===== src/rtl/sound_ctrl_pkg.sv =====
// sound_ctrl_pkg: shared constants and types for the sound trigger controller.
// Build option (used by sound_trigger_slot): SOUND_PER_CHANNEL_CMP_EN.
package sound_ctrl_pkg;

   localparam int unsigned DEF_COORD_W = 10;
   localparam int unsigned DEF_COLOR_W = 10;
   // Two guard bits so the sum of three channels cannot overflow.
   localparam int unsigned SUM_GUARD_W = 2;
   // Width of slot indices and of the reported sound number.
   localparam int unsigned IDX_W       = 4;

   // Width of an R+G+B sum for a given channel width.
   function automatic int unsigned sum_width(input int unsigned color_w);
      return color_w + SUM_GUARD_W;
   endfunction

   // One trigger slot as seen from outside, at the default widths.
   typedef struct packed {
      logic [DEF_COORD_W-1:0] x;
      logic [DEF_COORD_W-1:0] y;
      logic [DEF_COLOR_W-1:0] r;
      logic [DEF_COLOR_W-1:0] g;
      logic [DEF_COLOR_W-1:0] b;
      logic                   valid;
   } slot_t;

   typedef enum logic {
      MODE_RECORD = 1'b0,
      MODE_PLAY   = 1'b1
   } mode_e;

endpackage


===== src/rtl/sound_trigger_slot.sv =====
// sound_trigger_slot: one trigger point. Holds the captured coordinate and
// reference colour, matches the live pixel position, compares colours, keeps
// the per-frame hit flag and the saturating debounce counter.
// Build option: SOUND_PER_CHANNEL_CMP_EN selects per-channel colour distance
// instead of the summed R+G+B distance.
module sound_trigger_slot
   import sound_ctrl_pkg::*;
#(
   parameter int COORD_W    = 10,
   parameter int COLOR_W    = 10,
   parameter int TOL        = 48,
   parameter int HIT_FRAMES = 3
) (
   input  logic               clk,
   input  logic               rst_n,
   input  logic               clr,
   input  logic               we,
   input  logic               pix_valid,
   input  logic               frame_start,
   input  logic [COORD_W-1:0] x,
   input  logic [COORD_W-1:0] y,
   input  logic [COLOR_W-1:0] r,
   input  logic [COLOR_W-1:0] g,
   input  logic [COLOR_W-1:0] b,
   output logic               active
);

   localparam int               CNT_W   = $clog2(HIT_FRAMES + 1);
   localparam logic [CNT_W-1:0] CNT_MAX = CNT_W'(HIT_FRAMES);

   logic [COORD_W-1:0] x_r;
   logic [COORD_W-1:0] y_r;
   logic [COLOR_W-1:0] r_r;
   logic [COLOR_W-1:0] g_r;
   logic [COLOR_W-1:0] b_r;
   logic               valid_r;
   logic               flag_r;
   logic [CNT_W-1:0]   cnt_r;

   logic               col_hit;
   logic               pix_hit;

`ifdef SOUND_PER_CHANNEL_CMP_EN
   localparam logic [COLOR_W-1:0] TOL_C = COLOR_W'(TOL);

   function automatic logic [COLOR_W-1:0] chan_dist(input logic [COLOR_W-1:0] a,
                                                    input logic [COLOR_W-1:0] c);
      return (a > c) ? (a - c) : (c - a);
   endfunction

   // Hit when any single channel strays further than the threshold.
   always_comb begin
      col_hit = (chan_dist(r, r_r) > TOL_C) ||
                (chan_dist(g, g_r) > TOL_C) ||
                (chan_dist(b, b_r) > TOL_C);
   end
`else
   localparam int               SUM_W = int'(sum_width(COLOR_W));
   localparam logic [SUM_W-1:0] TOL_S = SUM_W'(TOL);

   logic [SUM_W-1:0] pix_sum;
   logic [SUM_W-1:0] ref_sum;
   logic [SUM_W-1:0] sum_dist;

   // Hit when the brightness sum differs from the reference by more than TOL.
   always_comb begin
      pix_sum  = SUM_W'(r) + SUM_W'(g) + SUM_W'(b);
      ref_sum  = SUM_W'(r_r) + SUM_W'(g_r) + SUM_W'(b_r);
      sum_dist = (pix_sum > ref_sum) ? (pix_sum - ref_sum) : (ref_sum - pix_sum);
      col_hit  = (sum_dist > TOL_S);
   end
`endif

   // Qualify the colour hit with position, slot validity and play mode.
   always_comb begin
      pix_hit = !clr && pix_valid && valid_r && (x == x_r) && (y == y_r) && col_hit;
   end

   // Slot storage, written by the capture decode in the top level.
   always_ff @(posedge clk) begin
      if (!rst_n) begin
         x_r     <= '0;
         y_r     <= '0;
         r_r     <= '0;
         g_r     <= '0;
         b_r     <= '0;
         valid_r <= 1'b0;
      end else if (we) begin
         x_r     <= x;
         y_r     <= y;
         r_r     <= r;
         g_r     <= g;
         b_r     <= b;
         valid_r <= 1'b1;
      end
   end

   // Frame flag and debounce counter; a pixel hit in the frame-start cycle
   // belongs to the new frame.
   always_ff @(posedge clk) begin
      if (!rst_n) begin
         flag_r <= 1'b0;
         cnt_r  <= '0;
      end else if (clr) begin
         flag_r <= 1'b0;
         cnt_r  <= '0;
      end else if (frame_start) begin
         if (valid_r && flag_r) begin
            cnt_r <= (cnt_r == CNT_MAX) ? CNT_MAX : (cnt_r + CNT_W'(1));
         end else begin
            cnt_r <= '0;
         end
         flag_r <= pix_hit;
      end else begin
         flag_r <= flag_r | pix_hit;
      end
   end

   assign active = valid_r && (cnt_r == CNT_MAX);

endmodule


===== src/rtl/sound_trigger_ctrl.sv =====
// sound_trigger_ctrl: NUM_PTS colour trigger points on the VGA pixel stream.
// Record mode captures reference pixels into slots; play mode debounces
// per-frame colour hits and reports the lowest active slot as a sound number.
// Build option: SOUND_PER_CHANNEL_CMP_EN (per-channel colour compare).
module sound_trigger_ctrl
   import sound_ctrl_pkg::*;
#(
   parameter int NUM_PTS    = 4,
   parameter int COORD_W    = 10,
   parameter int COLOR_W    = 10,
   parameter int TOL        = 48,
   parameter int HIT_FRAMES = 3
) (
   input  logic               iCLK,
   input  logic               iRST_N,
   input  logic               i_pix_valid,
   input  logic               i_frame_start,
   input  logic [COORD_W-1:0] i_x,
   input  logic [COORD_W-1:0] i_y,
   input  logic [COLOR_W-1:0] i_vga_r,
   input  logic [COLOR_W-1:0] i_vga_g,
   input  logic [COLOR_W-1:0] i_vga_b,
   input  logic               i_mode,
   input  logic               i_save,
   input  logic [3:0]         i_save_idx,
   output logic               o_save_done,
   output logic [NUM_PTS-1:0] o_hit_mask,
   output logic [3:0]         o_sound_num,
   output logic               o_sound_valid
);

   localparam logic [IDX_W-1:0] NUM_PTS_I = IDX_W'(NUM_PTS);

   mode_e              mode_r;
   logic               armed_r;
   logic [IDX_W-1:0]   idx_r;
   logic               save_done_r;
   logic [3:0]         prev_num_r;

   mode_e              mode_s;
   logic               mode_chg;
   logic               rec_s;
   logic               idx_ok;
   logic               cap_go;
   logic [IDX_W-1:0]   cap_idx;
   logic               slot_clr;
   logic [NUM_PTS-1:0] slot_we;
   logic [3:0]         sound_num_s;

   // Capture arming decode: a fresh in-range request retargets, and the
   // capture fires on the first visible pixel while armed.
   always_comb begin
      mode_s   = mode_e'(i_mode);
      mode_chg = (mode_s != mode_r);
      rec_s    = (mode_s == MODE_RECORD) && !mode_chg;
      idx_ok   = i_save && (i_save_idx < NUM_PTS_I);
      cap_go   = rec_s && i_pix_valid && (idx_ok || armed_r);
      cap_idx  = idx_ok ? i_save_idx : idx_r;
      slot_clr = (mode_s == MODE_RECORD) || mode_chg;
      for (int i = 0; i < NUM_PTS; i++) begin
         slot_we[i] = cap_go && (cap_idx == IDX_W'(i));
      end
   end

   // Mode tracking, capture arming, done strobe and last reported sound number.
   always_ff @(posedge iCLK) begin
      if (!iRST_N) begin
         mode_r      <= MODE_RECORD;
         armed_r     <= 1'b0;
         idx_r       <= '0;
         save_done_r <= 1'b0;
         prev_num_r  <= 4'd0;
      end else begin
         mode_r      <= mode_s;
         save_done_r <= cap_go;
         prev_num_r  <= sound_num_s;
         if (!rec_s || cap_go) begin
            armed_r <= 1'b0;
         end else if (idx_ok) begin
            armed_r <= 1'b1;
            idx_r   <= i_save_idx;
         end
      end
   end

   for (genvar i = 0; i < NUM_PTS; i++) begin : g_slot
      sound_trigger_slot #(
         .COORD_W    (COORD_W),
         .COLOR_W    (COLOR_W),
         .TOL        (TOL),
         .HIT_FRAMES (HIT_FRAMES)
      ) u_slot (
         .clk         (iCLK),
         .rst_n       (iRST_N),
         .clr         (slot_clr),
         .we          (slot_we[i]),
         .pix_valid   (i_pix_valid),
         .frame_start (i_frame_start),
         .x           (i_x),
         .y           (i_y),
         .r           (i_vga_r),
         .g           (i_vga_g),
         .b           (i_vga_b),
         .active      (o_hit_mask[i])
      );
   end

   // Lowest-index priority encoder over the active slots (index + 1, 0 = silent).
   always_comb begin
      sound_num_s = 4'd0;
      for (int i = NUM_PTS - 1; i >= 0; i--) begin
         if (o_hit_mask[i]) begin
            sound_num_s = 4'(i + 1);
         end else begin
            sound_num_s = sound_num_s;
         end
      end
   end

   assign o_save_done   = save_done_r;
   assign o_sound_num   = sound_num_s;
   assign o_sound_valid = (sound_num_s != prev_num_r) && (sound_num_s != 4'd0);

endmodule


===== config.mk =====
export PLATFORM = sky130hd
export DESIGN_NAME = sound_trigger_ctrl
export DESIGN_NICKNAME = d
export VERILOG_FILES = /design/src/rtl/sound_ctrl_pkg.sv /design/src/rtl/sound_trigger_slot.sv /design/src/rtl/sound_trigger_ctrl.sv
export SDC_FILE = /design/constraint.sdc
export NUM_CORES = 1
export LEC_CHECK = 0
export BUFFER_PORTS_ARGS = -buffer_cell sky130_fd_sc_hd__buf_2
export CAP_MARGIN = 20
export CORE_MARGIN = 2
export CORE_UTILIZATION = 40
export DETAILED_ROUTE_END_ITERATION = 12
export MAX_ROUTING_LAYER = met4
export SYNTH_ARGS = -nofsm -noshare
export SYNTH_HDL_FRONTEND = slang
export SYNTH_SLANG_ARGS = --single-unit
export TNS_END_PERCENT = 20

===== constraint.sdc =====
create_clock -name iCLK -period 8.97 [get_ports iCLK]
set_clock_uncertainty 0.15 [all_clocks]
set_input_delay 2.2425 -clock iCLK [delete_from_list [all_inputs] [get_ports iCLK]]
set_output_delay 2.2425 -clock iCLK [all_outputs]
set_load 0.02 [all_outputs]

==> results.ini, run 1 <==
[place]
io_buffers = 68
dp_hpwl_um = 43610
gp_congestion = 0.9491
dp.cells = 2835
post_dp_cell_area_mm2 = 0.01831

[clock_tree]
ctsHoldBuffers = 0
clockBufferDepth = 3
cts_setup_buffers = 0
htreeDepth = 1
cts_tree = done
path_clk_slew_ns = 0.06
numCtsBuffers = 27
insertion_delay_ns = 0.56
clock_sinks = 226
cts.repair.resized = 0
cts_root_buf = clkbuf_16

[cells_and_area]
final_common_cell = nand2_1
area_growth_pct = 9.082
nets = 2564
drive_above_1_share_pct = 7.280
instances_no_fill = 2880
fin_area_mm2 = 0.01915
layout_common_cells = nand2_1, a21oi_1, dfxtp_1

[power]
power.density_mw_per_mm2 = 195.2
ir_drop_uv = 139.4
p_leak_nw = 8.059

[floorplanning]
die_x_um = 213.5
die_y_um = 213.5
io_pins = 70
core_area_mm2 = 0.04317
num_rows = 76
die_area_mm2 = 0.04557
start_util_pct = 40.66

[route]
drt-pass1-iter-count = 6
first_iter_violations = 971
remaining_drc_errors = 0
antenna_left = 0
vias = 15820
totalWireLength_um = 56980
wl_per_cell_um = 19.78
drt-vias-per-instance = 5.492

[timing]
hold_violations = 0
rsz0062_at_grt = false
max_freq_mhz = 128.0
finalMaxSlewViolations = 0
setup-tns-final_ns = 0
fin_crit_ns = 7.813
setup_viol = 0
finalCritPeriodShare_pct = 87.11
slew_headroom_pct = 28.53
worst_pin_slew_ns = 1.068

[hold_path]
hp-class = reg -> reg

[yosys]
yosys.area.top_type = dfxtp_1
syn_area_mm2 = 0.01755
synth_top_cells_by_area = dfxtp_1, ha_1, nand2_1, a21oi_1, xnor2_1
synth_edf_count = 0
synthesis.nets = 2557
synth.distinct_cells = 91
ys_seq_area_share_pct = 25.78
yosys_warnings = 0
synth_async_sr_flop_share_pct = 0
yosys_register_bits = 226
synth_cells = 2276
ys.flop_type = dfxtp_1
synth_top_area_share_pct = 25.78
syn_avg_cell_area_um2 = 7.712

[grt]
grt_antenna_before_repair = 2
grt_pass1_wl_um = 87950
grt-ovfl-total = 0
grt_pass1_vias = 15360
grt_start_max_net_pins = 109
grt_util_all_layers_pct = 26.05

[setup_path]
critical_path_class = in -> reg
critPathRequiredTime_ns = 9.24
worst_path_max_delay_cell = o31ai_1
crit_path_max_fanout = 7
critPathArrivalTime_ns = 8.09
crit_chain = buf_2 > ha_1 > fa_1 > a211oi_1 > nor2_1 > nor2_1 > ha_1 > o211ai_1 > a21oi_1 > a211oi_1 > xnor2_1 > inv_1 > ha_1 > o21ai_0 > nand2b_1 > o211ai_1 > o31ai_1 > a211oi_1 > or4_1 > nand4_1 > xor2_1 > o41ai_1 > a41oi_1
cpPeakStageDelay_ns = 0.63
path_buf_inv = 2
endpoint_kind = flop
critical_path.top_delay_family = compound AO/OA/AOI/OAI gates
setup.worst_path.start_class = primary input

[run]
max_cap_violations = 0

[status]
outcome = complete, no violations

## synth_stat cells, drive strengths merged (5+ instances only)
library cell  number
a211o              7
a211oi            22
a21boi            10
a21o              53
a21oi            324
a221o              6
a221oi             5
a31o               5
a31oi             15
and2              13
and3              17
buf                9
clkbuf            97
dfxtp            226
fa                18
ha               203
inv              120
mux2i             18
nand2            465
nand2b            25
nand3             28
nand4             21
nor2              95
nor2b             33
nor3              20
nor4              22
o211a              5
o211ai            14
o21a              22
o21ai             69
o21bai            21
o31ai              5
or2                7
or3                9
or4                5
xnor2            111
xor2              76
## area by class of cell
| cell class | count | area [µm²] |
|---|---|---|
| Fill cell | 4391 | 24030 |
| Multi-Input combinational cell | 1824 | 12170 |
| Sequential cell | 226 | 4524 |
| Clock buffer | 37 | 743.2 |
| Tap cell | 585 | 732.0 |
| Timing Repair Buffer | 84 | 495.5 |
| Inverter | 120 | 455.4 |
| Clock inverter | 3 | 25.02 |
| Antenna cell | 1 | 2.502 |
## worst min-delay path: stages, from the launching register on
cell	delay, ns
dfxtp_1	0.31
nand2_1	0.05
a21oi_1	0.05
## metrics by stage
step / power, mW / setup WS, ns / utilization, % / hold slack [ns]
2_1_floorplan: 2.296 / 1.701 / - / 0.2857
3_3_place_gp: 2.726 / 0.7407 / 42.41 / 0.2933
3_5_place_dp: 2.716 / 0.6815 / 42.41 / 0.3008
4_1_cts: 3.735 / 1.280 / 44.19 / 0.3094
5_1_grt: 3.959 / 0.8148 / 44.35 / 0.3244
6_report: 3.738 / 1.157 / 44.35 / 0.3074
## cell families (layout without fill, tap and decap cells)
family          after synthesis  after routing  synth area share (%)
mux                          23             23                 1.483
flops                       226            226                 25.78
fa+ha+maj                   221            221                 16.52
xor+xnor                    190            190                 9.952
compound gates              618            618                 21.68
buf+inv                     226            244                 5.097
simple gates                771            771                 19.47
other cells                   1              2               0.02137
## metal layers
layer | up-vias | share of wire [%] | track usage, %
met5 | - | 0 | -
met4 | 0 | 5.9 | 13.51
met3 | 146 | 5.2 | 4.071
met2 | 398 | 47 | 43.29
met1 | 7445 | 42 | 30.44
li1 | 7827 | - | -
## flip-flops by register name, indices dropped and copies added, names as in the netlist
| signal | count |
|---|---|
| prev_num_r | 3 |
| g_slot.u_slot.r_r | 40 |
| g_slot.u_slot.x_r | 40 |
| idx_r | 4 |
| g_slot.u_slot.g_r | 40 |
| g_slot.u_slot.b_r | 40 |
| mode_r | 1 |
| g_slot.u_slot.valid_r | 4 |
| g_slot.u_slot.y_r | 40 |
| g_slot.u_slot.flag_r | 4 |
| armed_r | 1 |
| g_slot.u_slot.cnt_r | 8 |
| o_save_done | 1 |
## report_power, final
part / leakage [nW] / total, mW / internal (mW) / switching, mW
Clock: 0.372 / 1.01 / 0.569 / 0.437
Combinational: 5.87 / 1.72 / 0.682 / 1.04
Sequential: 1.82 / 1.01 / 1.01 / 0.00229
Total: 8.06 / 3.74 / 2.26 / 1.48
## worst paths after layout
path / slack, ns / cells past startpoint / to / start
worst min-delay path: 0.31 / 2 / g_slot[0].u_slot.b_r[0] / g_slot[0].u_slot.b_r[0]
worst max-delay path: 1.16 / 23 / g_slot[1].u_slot.flag_r / i_vga_r[0]
worst min register to register: 0.31 / 2 / g_slot[0].u_slot.b_r[0] / g_slot[0].u_slot.b_r[0]
worst max register to register: 2.82 / 21 / g_slot[1].u_slot.flag_r / g_slot[1].u_slot.g_r[0]
(Power assumes the default switching activity.)
==> inputs of run 2 (changes only) <==
- SYNTH_HIERARCHICAL: unset -> 1
==> results.ini, run 2 <==
[status]
outcome = complete, no violations

[floorplanning]
core_area_mm2 = 0.04795
die_x_um = 224.7
die_area_mm2 = 0.05047
die_y_um = 224.7
start_util_pct = 40.62
num_rows = 80
io_pins = 70

[grt]
grt_util_all_layers_pct = 20.06
grt_pass1_wl_um = 79030
grt_antenna_before_repair = 0
grt_pass1_vias = 14360
grt_start_max_net_pins = 103
grt-ovfl-total = 0

[setup_path]
worstSetupStartpoint = i_vga_b[1]
path_buf_inv = 3
cpPeakStageDelay_ns = 0.55
regToRegStartpoint = g_slot[2].u_slot/r_r[1]
crit_chain = buf_2 > inv_1 > fa_1 > inv_1 > ha_1 > fa_1 > a21oi_1 > nor2_1 > nor2_1 > o21bai_1 > a21oi_1 > o21bai_1 > a21oi_1 > xnor2_1 > ha_1 > o21ai_0 > a21oi_1 > or4_1 > a211o_1 > nand4_1 > nand4_1 > o41ai_2 > a31oi_1
critPathArrivalTime_ns = 6.76
critical_path.top_delay_family = adder cells
setup.worst_path.start_class = primary input
worst_path_max_delay_cell = fa_1
crit_path_max_fanout = 13
critical_path_class = in -> reg
r2r_slack_ns = 3.93
cpMostUsedCell = a21oi_1
endpoint_kind = flop
critPathRequiredTime_ns = 9.25

[timing]
setup_ws_ns = 2.487
setup_viol = 0
fin_crit_ns = 6.483
rsz0062_at_grt = false
worst_pin_slew_ns = 1.005
setup-tns-final_ns = 0
slew_headroom_pct = 33.00
max_freq_mhz = 154.2
finalMaxSlewViolations = 0
finalCritPeriodShare_pct = 72.28
hold_violations = 0

[power]
p_leak_nw = 8.518
p_clk_share_pct = 29.8
power_frac_seq_pct = 25.5
switching_power_mw = 1.552
p_comb_share_pct = 44.7
ir_drop_uv = 169.3
p_int_mw = 2.410
switching_share_pct = 39.18
power.density_mw_per_mm2 = 187.1

[cells_and_area]
instances_no_fill = 2803
layout_common_cells = dfxtp_1, nor2b_1, mux2i_1
regArea_mm2 = 0.004524
multi_input_area_mm2 = 0.01374
area_growth_pct = 8.730
fillers = 4652
nets = 2485
drive_above_1_share_pct = 9.145
final_common_cell = dfxtp_1

[clock_tree]
insertion_delay_ns = 0.60
cts.repair.resized = 0
cts_root_buf = clkbuf_16
clockBufferDepth = 3
cts_tree = done
ctsHoldBuffers = 0
clock_sinks = 226
htreeDepth = 1
numCtsBuffers = 28
cts_setup_buffers = 0
path_clk_slew_ns = 0.06

[route]
drt-pass1-iter-count = 5
wl_per_cell_um = 17.52
vias = 14730
first_iter_violations = 881
remaining_drc_errors = 0
antenna_left = 0
drt-vias-per-instance = 5.254
totalWireLength_um = 49100

[yosys]
ys.flop_type = dfxtp_1
syn_avg_cell_area_um2 = 9.093
synth.distinct_cells = 92
synth_top_area_share_pct = 23.23
synth_top_cells_by_area = dfxtp_1, mux2i_1, ha_1, fa_1, nor2b_1
yosys_warnings = 6
synthesis.nets = 2462
yosysMostFrequentCell = dfxtp_1
ys_seq_area_share_pct = 23.23
syn_area_mm2 = 0.01948
synthTopCellsByCount = dfxtp_1, nor2b_1, mux2i_1, inv_1, ha_1
yosys.area.top_type = dfxtp_1
synth_async_sr_flop_share_pct = 0
yosys_register_bits = 226
synth_cells = 2142
synth_edf_count = 0

[place]
gp_congestion = 0.9202
dp_hpwl_um = 37400
dp.cells = 2750
io_buffers = 68
pre_cts_ws_ns = 1.946

[run]
max_cap_violations = 0

[hold_path]
hp-class = reg -> reg
hp-start = idx_r[3]

-- run 2: cell types whose count changed after synthesis, sizes merged, moves of 27 or more --
cell and delta:
a21oi -203, nor2 -27, nand2 -388, mux2i +199
buf +41, ha -39, fa +78, clkbuf -66
inv +86, nor2b +189
-- run 2: through the flow --
step	utilization, %	instance area [µm²]	power [mW]	hold WS (ns)
after floorplan	-	19480	2.435	0.3010
after global placement	42.13	20200	2.766	0.3194
after detailed placement	42.13	20200	2.776	0.3234
after CTS	44.16	21180	3.979	0.3347
after global routing	44.16	21180	4.227	0.3507
final	44.17	21180	3.962	0.3361
-- run 2: layout make-up --
cell class	instances	share of cell area (%)
flip-flops and latches	226	21.36
diodes	1	0.01182
inverters	206	3.663
well taps	615	3.633
repair buffers	74	1.832
multi-input cells	1629	64.89
clock inverters	15	0.9039
clock buffers	37	3.704
-- run 2: routing by layer --
layer | part of all wire, % | track usage, % | vias up | wire length [µm]
li1 | - | - | 7384 | -
met1 | 50 | 27.77 | 7014 | 24330
met2 | 44 | 31.11 | 260 | 21490
met3 | 3.9 | 2.495 | 68 | 1904
met4 | 2.8 | 4.978 | 0 | 1381
met5 | 0 | - | - | 0
-- run 2: worst register-to-register path, stage by stage (launching register included) --
cell,delay [ns]
dfxtp_1,0.34
inv_1,0.06
fa_1,0.56
inv_1,0.05
ha_1,0.22
fa_1,0.40
a21o_1,0.20
a21oi_1,0.29
o21bai_1,0.15
a21oi_1,0.24
o21bai_1,0.12
a21oi_1,0.23
xnor2_1,0.18
ha_1,0.41
o21ai_0,0.22
a21oi_1,0.07
or4_1,0.42
a211o_1,0.26
nand4_1,0.07
nand4_1,0.09
o41ai_2,0.07
a31oi_1,0.11
-- run 2: kinds of logic after synthesis --
| kind of cell | count (synthesis) | share of synthesized area, % |
|---|---|---|
| and+or+nand+nor | 589 | 17.47 |
| AOI/OAI and AO/OA | 381 | 13.16 |
| buffers and inverters | 287 | 6.360 |
| adders and majority gates | 260 | 20.40 |
| DFF | 226 | 23.23 |
| muxes | 221 | 11.40 |
| xor gates and xnor gates | 177 | 7.959 |
| other | 1 | 0.01925 |
-- run 2: power by group through the flow --
stage	combinational [mW]	sequential (mW)	clock, mW
floorplan	1.40	1.03	0
global placement	1.73	1.03	0
detailed placement	1.74	1.03	0
CTS	1.76	1.01	1.21
global route	1.96	1.01	1.26
finish	1.77	1.01	1.18
-- run 2: worst paths after layout --
path	to	depth (start not counted)
max	g_slot[2].u_slot/flag_r	23
min reg2reg	idx_r[3]	1
min	idx_r[3]	1
max reg2reg	g_slot[2].u_slot/flag_r	21
==> inputs of run 3 (changes only) <==
- clock period: 8.97 -> 6.07 ns (I/O delays scaled with it)
==> results.ini, run 3 (same netlist as run 2, synthesis figures left out) <==
[hold_path]
hold_end = idx_r[2]
hp-start = idx_r[2]
holdPathStages = 1
hp-class = reg -> reg

[setup_path]
critical_path.top_delay_family = compound AO/OA/AOI/OAI gates
reg2reg_depth = 19
r2r-end = g_slot[0].u_slot/flag_r
worst_path_max_delay_cell = fa_1
endpoint_kind = flop
setup.worst_path.start_class = primary input
critPathRequiredTime_ns = 6.37
crit_path_max_fanout = 12
critical_path_class = in -> reg
path_buf_inv = 4
critPathArrivalTime_ns = 6.05
path_depth = 20
r2r_slack_ns = 1.05
worstSetupStartpoint = i_vga_b[1]
cpMostUsedCell = inv_1
cpPeakStageDelay_ns = 0.55
crit_chain = buf_2 > inv_1 > fa_1 > inv_1 > ha_1 > fa_1 > a21o_1 > a21oi_1 > o21bai_1 > a21oi_1 > o21ai_0 > xnor2_1 > ha_1 > inv_1 > nand2_1 > o211a_1 > o221ai_1 > a311o_1 > nor4_1 > a211oi_1
regToRegStartpoint = g_slot[0].u_slot/r_r[1]

[timing]
finalCritPeriodShare_pct = 94.79
hold_violations = 0
finalMaxSlewViolations = 0
rsz0062_at_grt = false
fin_crit_ns = 5.754
slew_headroom_pct = 34.11
worst_pin_slew_ns = 0.9884
setup_viol = 0
max_freq_mhz = 173.8

[power]
ir_drop_uv = 246.9
p_leak_nw = 8.740
power.density_mw_per_mm2 = 276.1

[cells_and_area]
layout_common_cells = dfxtp_1, nor2b_1, mux2i_1
fin_util_pct = 44.89
area_growth_pct = 10.50
drive_above_1_share_pct = 10.94
final_common_cell = dfxtp_1
fillers = 4687
diodes = 0
nets = 2533
fin_area_mm2 = 0.02152
regArea_mm2 = 0.004524
multi_input_area_mm2 = 0.01374

[route]
wl_per_cell_um = 17.49
totalWireLength_um = 49780
first_iter_violations = 768
vias = 14920
antenna_left = 0
remaining_drc_errors = 0
drt-vias-per-instance = 5.244
drt-pass1-iter-count = 5

[floorplanning]
num_rows = 80
die_y_um = 224.7
die_x_um = 224.7
core_area_mm2 = 0.04795
start_util_pct = 40.62
io_pins = 70
die_area_mm2 = 0.05047

[grt]
grt_antenna_before_repair = 0
grt_util_all_layers_pct = 20.38
grt_pass1_wl_um = 80550
grt_start_max_net_pins = 104
grt_pass1_vias = 15020
grt-ovfl-total = 0

[place]
dp_hpwl_um = 38040
io_buffers = 68
post_dp_cell_area_mm2 = 0.02058
gp_congestion = 0.8887

[clock_tree]
cts.repair.resized = 0
path_clk_slew_ns = 0.06
numCtsBuffers = 28
clock_sinks = 226
clockBufferDepth = 3
cts_setup_buffers = 0
ctsHoldBuffers = 0
insertion_delay_ns = 0.58
cts_tree = done
htreeDepth = 1
cts_root_buf = clkbuf_16

[run]
max_cap_violations = 0

[status]
outcome = complete, no violations

-- run 3: cell types whose count changed in the layout (fill, tap and decap cells not counted) --
| cell | before | now |
|---|---|---|
| buf_12 | 0 | 2 |
| diode_2 | 1 | 0 |
| clkinv_2 | 6 | 3 |
| inv_6 | 1 | 2 |
| buf_4 | 7 | 53 |
| clkbuf_8 | 5 | 6 |
| bufinv_16 | 3 | 2 |
| clkinvlp_4 | 2 | 0 |
-- run 3: final cells by class --
type,instances,share of cell area [%]
Inverter,206,3.604
Clock inverter,10,0.6511
Sequential cell,226,21.02
Tap cell,615,3.575
Multi-Input combinational cell,1629,63.85
Clock buffer,38,3.709
Timing Repair Buffer,122,3.593
-- run 3: power by group --
part	internal, mW	switching, mW	leakage [nW]
clock network	1.01	0.693	0.462
logic	1.12	1.63	6.46
registers	1.49	0.00360	1.82
total	3.62	2.32	8.74
-- run 3: worst max path at each step --
stage                               to  slack, ns
2_1_floorplan  g_slot[3].u_slot/flag_r       0.53
3_3_place_gp   g_slot[0].u_slot/flag_r      -0.16
3_5_place_dp   g_slot[0].u_slot/flag_r      -0.17
4_1_cts        g_slot[0].u_slot/flag_r       0.42
5_1_grt        g_slot[1].u_slot/flag_r       0.07
6_report       g_slot[0].u_slot/flag_r       0.32
-- run 3: metal layers --
metal | global-route usage (%) | vias to the layer above | part of all wire (%)
li1 | - | 7468 | -
met1 | 26.72 | 7145 | 48
met2 | 33.52 | 254 | 46
met3 | 3.122 | 57 | 4.3
met4 | 3.845 | 0 | 1.7
met5 | - | - | 0
-- run 3: worst reg2reg max path: cells and delay by family (launching register included) --
kind / cells / cell delay (ns)
buf+inv: 3 / 0.25
xor+xnor: 1 / 0.20
simple gates: 2 / 0.51
flops: 1 / 0.33
fa+ha+maj: 4 / 1.69
compound gates: 9 / 1.76
-- run 3: metrics by stage --
step	instances	setup TNS [ns]	worst slack, ns	hold WS, ns	power [mW]
after floorplan	2142	0	0.5264	0.3010	3.598
after global placement	2798	-0.2029	-0.1610	0.3165	4.235
after detailed placement	2798	-0.2989	-0.1662	0.3231	4.232
after CTS	2846	0	0.4196	0.3355	5.970
after global routing	2846	0	0.07461	0.3674	6.354
final	2846	0	0.3160	0.3340	5.942
